### src/rtl/move_input_ctrl_pkg.sv
// Shared definitions for the move input front-end: FSM encoding, grid geometry
// and the cursor index to one-hot helper.
package move_input_ctrl_pkg;

    typedef enum logic [1:0] {
        ST_IDLE     = 2'd0,
        ST_PULSE    = 2'd1,
        ST_WAIT_ACK = 2'd2
    } state_e;

    localparam int ROWS         = 3;
    localparam int COLS         = 3;
    localparam int CURSOR_RESET = 4;

    localparam logic [1:0] RESET_ROW = 2'(CURSOR_RESET / COLS);
    localparam logic [1:0] RESET_COL = 2'(CURSOR_RESET % COLS);

    // Bit positions of the five buttons inside the conditioned press vector.
    localparam int BTN_UP    = 0;
    localparam int BTN_DOWN  = 1;
    localparam int BTN_LEFT  = 2;
    localparam int BTN_RIGHT = 3;
    localparam int BTN_PLACE = 4;
    localparam int NUM_BTN   = 5;

    function automatic logic [8:0] idx_to_onehot(input logic [3:0] idx);
        logic [8:0] oh;
        oh = '0;
        if (idx < 4'd9) begin
            oh = 9'b1 << idx;
        end
        return oh;
    endfunction

endpackage

### src/rtl/move_input_ctrl_btn_debounce.sv
// One raw button: two-flop synchronizer, consecutive-sample debouncer and a
// single-cycle pulse on the debounced rising edge.
module btn_debounce #(
    parameter int DEBOUNCE_CYCLES = 4
) (
    input  logic clk,
    input  logic srst_i,
    input  logic btn_i,
    output logic press_o
);

    localparam int CW = $clog2(DEBOUNCE_CYCLES + 1);

    logic          sync1_q;
    logic          sync2_q;
    logic          level_q;
    logic          press_q;
    logic [CW-1:0] cnt_q;

    always_ff @(posedge clk) begin
        if (srst_i) begin
            sync1_q <= 1'b0;
            sync2_q <= 1'b0;
            level_q <= 1'b0;
            press_q <= 1'b0;
            cnt_q   <= '0;
        end else begin
            sync1_q <= btn_i;
            sync2_q <= sync1_q;
            press_q <= 1'b0;
            if (sync2_q != level_q) begin
                // The flip happens on the edge that sees the last required sample.
                if (cnt_q == CW'(DEBOUNCE_CYCLES - 1)) begin
                    level_q <= sync2_q;
                    cnt_q   <= '0;
                    press_q <= sync2_q;
                end else begin
                    cnt_q <= cnt_q + CW'(1);
                end
            end else begin
                cnt_q <= '0;
            end
        end
    end

    assign press_o = press_q;

endmodule

### src/rtl/move_input_ctrl.sv
// Player input front-end for the tictactoe core: 3x3 cursor navigation and
// guarded single-cycle place pulses with acknowledge/timeout hand-off.
module move_input_ctrl
    import move_input_ctrl_pkg::*;
#(
    parameter int DEBOUNCE_CYCLES = 4,
    parameter int ACK_TIMEOUT     = 8
) (
    input  logic       clk,
    input  logic       reset,
    input  logic       btn_up,
    input  logic       btn_down,
    input  logic       btn_left,
    input  logic       btn_right,
    input  logic       btn_place,
    input  logic       turnX,
    input  logic       turnO,
    input  logic [8:0] occ_pos,
    output logic [8:0] sel_pos,
    output logic       buttonX,
    output logic       buttonO,
    output logic       reject,
    output logic       busy
);

    localparam int WCW = $clog2(ACK_TIMEOUT + 1);

    logic [NUM_BTN-1:0] btn_raw;
    logic [NUM_BTN-1:0] press;

    assign btn_raw = {btn_place, btn_right, btn_left, btn_down, btn_up};

    generate
        for (genvar gi = 0; gi < NUM_BTN; gi++) begin : g_btn
            btn_debounce #(
                .DEBOUNCE_CYCLES(DEBOUNCE_CYCLES)
            ) u_debounce (
                .clk    (clk),
                .srst_i (reset),
                .btn_i  (btn_raw[gi]),
                .press_o(press[gi])
            );
        end
    endgenerate

    state_e         state_q;
    logic [1:0]     row_q;
    logic [1:0]     col_q;
    logic [1:0]     row_d;
    logic [1:0]     col_d;
    logic [3:0]     cursor_d;
    logic [8:0]     sel_pos_q;
    logic           button_x_q;
    logic           button_o_q;
    logic           reject_q;
    logic           busy_q;
    logic [WCW-1:0] wait_cnt_q;
    logic           cursor_occ;
    logic           place_legal;

    // Highest-priority navigation event wins; the rest are dropped this cycle.
    always_comb begin
        row_d = row_q;
        col_d = col_q;
        if (press[BTN_UP]) begin
            row_d = (row_q == 2'(ROWS - 1)) ? 2'd0 : row_q + 2'd1;
        end else if (press[BTN_DOWN]) begin
            row_d = (row_q == 2'd0) ? 2'(ROWS - 1) : row_q - 2'd1;
        end else if (press[BTN_LEFT]) begin
            col_d = (col_q == 2'd0) ? 2'(COLS - 1) : col_q - 2'd1;
        end else if (press[BTN_RIGHT]) begin
            col_d = (col_q == 2'(COLS - 1)) ? 2'd0 : col_q + 2'd1;
        end
        cursor_d = {2'b00, row_d} * 4'(COLS) + {2'b00, col_d};
    end

    assign cursor_occ  = |(occ_pos & sel_pos_q);
    assign place_legal = (turnX ^ turnO) && !cursor_occ;

    always_ff @(posedge clk) begin
        if (reset) begin
            state_q    <= ST_IDLE;
            row_q      <= RESET_ROW;
            col_q      <= RESET_COL;
            sel_pos_q  <= idx_to_onehot(4'(CURSOR_RESET));
            button_x_q <= 1'b0;
            button_o_q <= 1'b0;
            reject_q   <= 1'b0;
            busy_q     <= 1'b0;
            wait_cnt_q <= '0;
        end else begin
            button_x_q <= 1'b0;
            button_o_q <= 1'b0;
            reject_q   <= 1'b0;
            case (state_q)
                ST_IDLE: begin
                    if (press[BTN_PLACE]) begin
                        // Judged against the current cursor; coincident navigation is dropped.
                        if (place_legal) begin
                            button_x_q <= turnX;
                            button_o_q <= turnO;
                            busy_q     <= 1'b1;
                            state_q    <= ST_PULSE;
                        end else begin
                            reject_q <= 1'b1;
                        end
                    end else begin
                        row_q     <= row_d;
                        col_q     <= col_d;
                        sel_pos_q <= idx_to_onehot(cursor_d);
                    end
                end
                ST_PULSE: begin
                    wait_cnt_q <= '0;
                    state_q    <= ST_WAIT_ACK;
                end
                ST_WAIT_ACK: begin
                    if (cursor_occ || (wait_cnt_q == WCW'(ACK_TIMEOUT - 1))) begin
                        busy_q  <= 1'b0;
                        state_q <= ST_IDLE;
                    end else begin
                        wait_cnt_q <= wait_cnt_q + WCW'(1);
                    end
                end
                default: begin
                    busy_q  <= 1'b0;
                    state_q <= ST_IDLE;
                end
            endcase
        end
    end

    assign sel_pos = sel_pos_q;
    assign buttonX = button_x_q;
    assign buttonO = button_o_q;
    assign reject  = reject_q;
    assign busy    = busy_q;

endmodule

### config.mk
export PLATFORM = sky130hd
export DESIGN_NAME = move_input_ctrl
export DESIGN_NICKNAME = d
export VERILOG_FILES = /design/src/rtl/move_input_ctrl_pkg.sv /design/src/rtl/move_input_ctrl_btn_debounce.sv /design/src/rtl/move_input_ctrl.sv
export SDC_FILE = /design/constraint.sdc
export NUM_CORES = 1
export LEC_CHECK = 0
export CORE_ASPECT_RATIO = 1.2
export CORE_MARGIN = 4
export CORE_UTILIZATION = 40
export CTS_CLUSTER_SIZE = 40
export DETAILED_ROUTE_END_ITERATION = 8
export GPL_ROUTABILITY_DRIVEN = 0
export HOLD_SLACK_MARGIN = 0.12
export PLACE_DENSITY = 0.65
export SKIP_LAST_GASP = 1
export SYNTH_ARGS = -nofsm -noshare
export SYNTH_HDL_FRONTEND = slang
export SYNTH_SLANG_ARGS = --single-unit
### constraint.sdc
create_clock -name clk -period 6 [get_ports clk]
set_input_delay 1.2 -clock clk [delete_from_list [all_inputs] [get_ports clk]]
set_output_delay 1.2 -clock clk [all_outputs]
set_load 0.02 [all_outputs]
==> metrics.md <==
| Metric | Value |
|---|---|
| Outcome | finished clean |
| Post-synth top cells | dfxtp_1, nor2_1, ha_1, inv_1, a21oi_1 |
| Total power | 0.808 mW |
| Residual DRC count | 0 |
| Vias/cell | 4.95 |
| Dominant cell type by area after synthesis | dfxtp_1 |
| Synthesis warning total | 0 |
| CTS tree | built |
| Post-layout nets | 325 |
| Violation count after the first detailed-routing iteration | 76 |
| Post-synthesis async set-or-reset flop share | 0 |
| WS Path Type | reg -> reg |
| Vias in the first global route | 1,729 |
| Yosys top cell area share | 0.476 |
| Maximum fanout along the worst path | 5 |
| Mapped cell area | 0.00244 mm2 |
| Post-CTS Setup Inserts | 0 |
| Clock slew at reported path FFs | 60 ps |
| Dpl cell area | 0.00280 mm2 |
| Antenna-violating nets left | 0 |
| Syn_area_per_cell | 9.54 um2 |
| Cell count after synthesis | 256 |
| Max Slew Vio Count | 0 |
| Count of standard-cell rows | 30 |
| Inserted Diodes | 0 |
| Register area share after synthesis | 0.476 |
| Sequential power share | 0.484 |
| H-tree Lvls | 3 |
| Highest clock rate | 0.322 GHz |
| First-pass GRT wire length | 7180 um |
| Required @ worst endpoint | 6270 ps |
| Max-cap check violation count | 0 |
| Netlist cell types | 43 |
| Dpl hpwl | 2970 um |
| Gr busiest metal | met2 |
| Resized cells post-CTS | 0 |
| Largest net degree at the start of global routing | 27 |
| GR Layer Usage met3 | 0.0328 |
| Worst-skew pair later-pin latency | 330 ps |
| EDFF count, synth | 0 |
| Routed wire length | 4150 um |
| Path type of the worst min-delay path | reg -> reg |
| CTS max path bufs | 2 |
| Clk Tree Root Cell | clkbuf_8 |
| Worst-Margin Slew | 1170 ps |
| Initial core utilization | 0.422 |
| Grt ovf | 0 |
| Period utilisation layout | 0.517 |
| #FFs+latches synth | 58 |
| VDD IR-drop max | 0.154 mV |
| Power Dens Cells | 267 mW/mm2 |
| Pint | 0.648 mW |
| Worst Setup Start Kind | flop |
| DIE HEIGHT | 93.6 um |
| Comb pwr share | 0.032 |
| Tot GR Track Use | 0.123 |
| Switching share of total power | 0.198 |
| Final Setup Violations | 0 |
| Final hold violations | 0 |
| Core Area | 0.00578 mm2 |
| Vias post-DR | 1,835 |
| Fraction of layout cells with a size suffix above 1 | 0.0722 |
| Routed wire per std cell | 11.2 um |
| Switching pwr | 0.160 mW |
| Crit end category | flop |
| Number of sinks on the clock net | 58 |
| Clock share of power | 0.483 |
| Most area-consuming cells after synthesis | dfxtp_1, ha_1, nor2_1, a21oi_1, nor2b_1 |
| Slew headroom | 0.213 |
| Shortest period the worst path allows | 3100 ps |
| CTS Hold Bufs | 0 |
| Crit path DAT | 3380 ps |
| CTS Buf Count | 9 |
| Met1 GRT Util | 0.140 |
| Die span in x | 79.3 um |
| Syn Nets | 295 |
| Design Area, Final | 0.00302 mm2 |
| Met2 usage | 0.203 |
| Ports | 31 |
| RSZ-0062 raised after global routing | no |
| Max Clock Skew | 3.36 ps |
| Hold_ws | 418 ps |
| Synth Flop Type | dfxtp_1 |
| Port Buffers | 30 |
| Setup TNS | 0 ps |
| Layout area overhead | 23.8% |
| Leak Pwr | 1.13 nW |
| Die footprint | 0.00742 mm2 |
| 1st-pass router iterations | 4 |
| Most frequent cell after synthesis | dfxtp_1 |
| Initial antenna violation count | 0 |
==> worst paths after layout <==
| check | startpoint | to | slack (ps) | depth (start not counted) |
|---|---|---|---|---|
| worst min register to register | g_btn[2].u_debounce.cnt_q[0] | g_btn[2].u_debounce.cnt_q[0] | 420 | 1 |
| worst min-delay path | g_btn[2].u_debounce.cnt_q[0] | g_btn[2].u_debounce.cnt_q[0] | 420 | 1 |
| worst max register to register | col_q[1] | sel_pos[4] | 2900 | 13 |
| worst max-delay path | col_q[1] | sel_pos[4] | 2900 | 13 |
==> critical path: stages, from the launching register on <==
cell and delay (ps):
dfxtp_1 380, inv_1 80, ha_1 260, and2_0 140, o21ai_0 180, o21ai_0 150
fa_1 490, inv_1 40, ha_1 180, inv_1 70, fa_1 440, nor2b_1 240
nor4b_1 260, a211o_1 130
==> power groups by stage <==
| stage | Sequential, mW | Combinational (mW) | Clock [mW] |
|---|---|---|---|
| 6_report | 0.391 | 0.0261 | 0.390 |
| 4_1_cts | 0.391 | 0.0263 | 0.401 |
| 3_5_place_dp | 0.400 | 0.0262 | 0 |
| 3_3_place_gp | 0.400 | 0.0257 | 0 |
| 2_1_floorplan | 0.399 | 0.0125 | 0 |
| 5_1_grt | 0.391 | 0.0285 | 0.418 |
==> layout make-up <==
type / instances / area [um2]
Fill cell: 552 / 2760
Multi-Input combinational cell: 167 / 1160
Sequential cell: 58 / 1160
Timing Repair Buffer: 31 / 308
Clock buffer: 11 / 141
Tap cell: 80 / 100
Clock inverter: 5 / 77.6
Inverter: 19 / 71.3
==> kinds of logic after synthesis <==
logic type                 share of synthesized area
muxes                                         0.0246
DFF                                            0.476
xor gates and xnor gates                      0.0215
buffers and inverters                         0.0477
AOI/OAI and AO/OA                             0.0989
adders and majority gates                      0.114
and+or+nand+nor                                0.218
==> stage by stage <==
stage	util	worst slack (ps)	std cells
6_report	0.523	2900	371
5_1_grt	0.523	2600	371
4_1_cts	0.523	2880	371
3_5_place_dp	0.485	2860	355
3_3_place_gp	0.485	2940	355
2_1_floorplan	-	3100	256
==> routing by layer <==
layer,vias up,share of wire
met5,-,0
met4,0,0.029
li1,940,-
met3,11,0.052
met1,847,0.46
met2,37,0.46
==> registers in the layout, indices dropped and copies added, names as in the netlist, 4 cells and up <==
| register | cells |
|---|---|
| g_btn.u_debounce.press_o | 5 |
| g_btn.u_debounce.cnt_q | 15 |
| g_btn.u_debounce.level_q | 5 |
| wait_cnt_q | 4 |
| sel_pos | 9 |
| g_btn.u_debounce.sync1_q | 5 |
| g_btn.u_debounce.sync2_q | 5 |
==> placed cells by master (no fill, tap or decap), types with 3 or more instances in the layout <==
master	synthesis	layout
nor2_1	31	31
nor4_1	3	3
ha_1	19	19
a22oi_1	3	3
dfxtp_1	58	58
clkbuf_8	0	10
nor4bb_1	5	5
nor3_1	3	3
o211ai_1	4	4
nand2_1	13	13
xnor2_1	5	5
inv_1	19	19
clkdlybuf4s50_1	0	30
nor4b_1	3	3
mux2i_1	6	6
a211o_1	3	3
a21oi_1	16	16
or3_1	6	6
o21ai_0	3	3
nor2b_1	12	12
nand4_1	3	3
nand3_1	4	4
No activity file was read; power rests on OpenSTA's default activity.
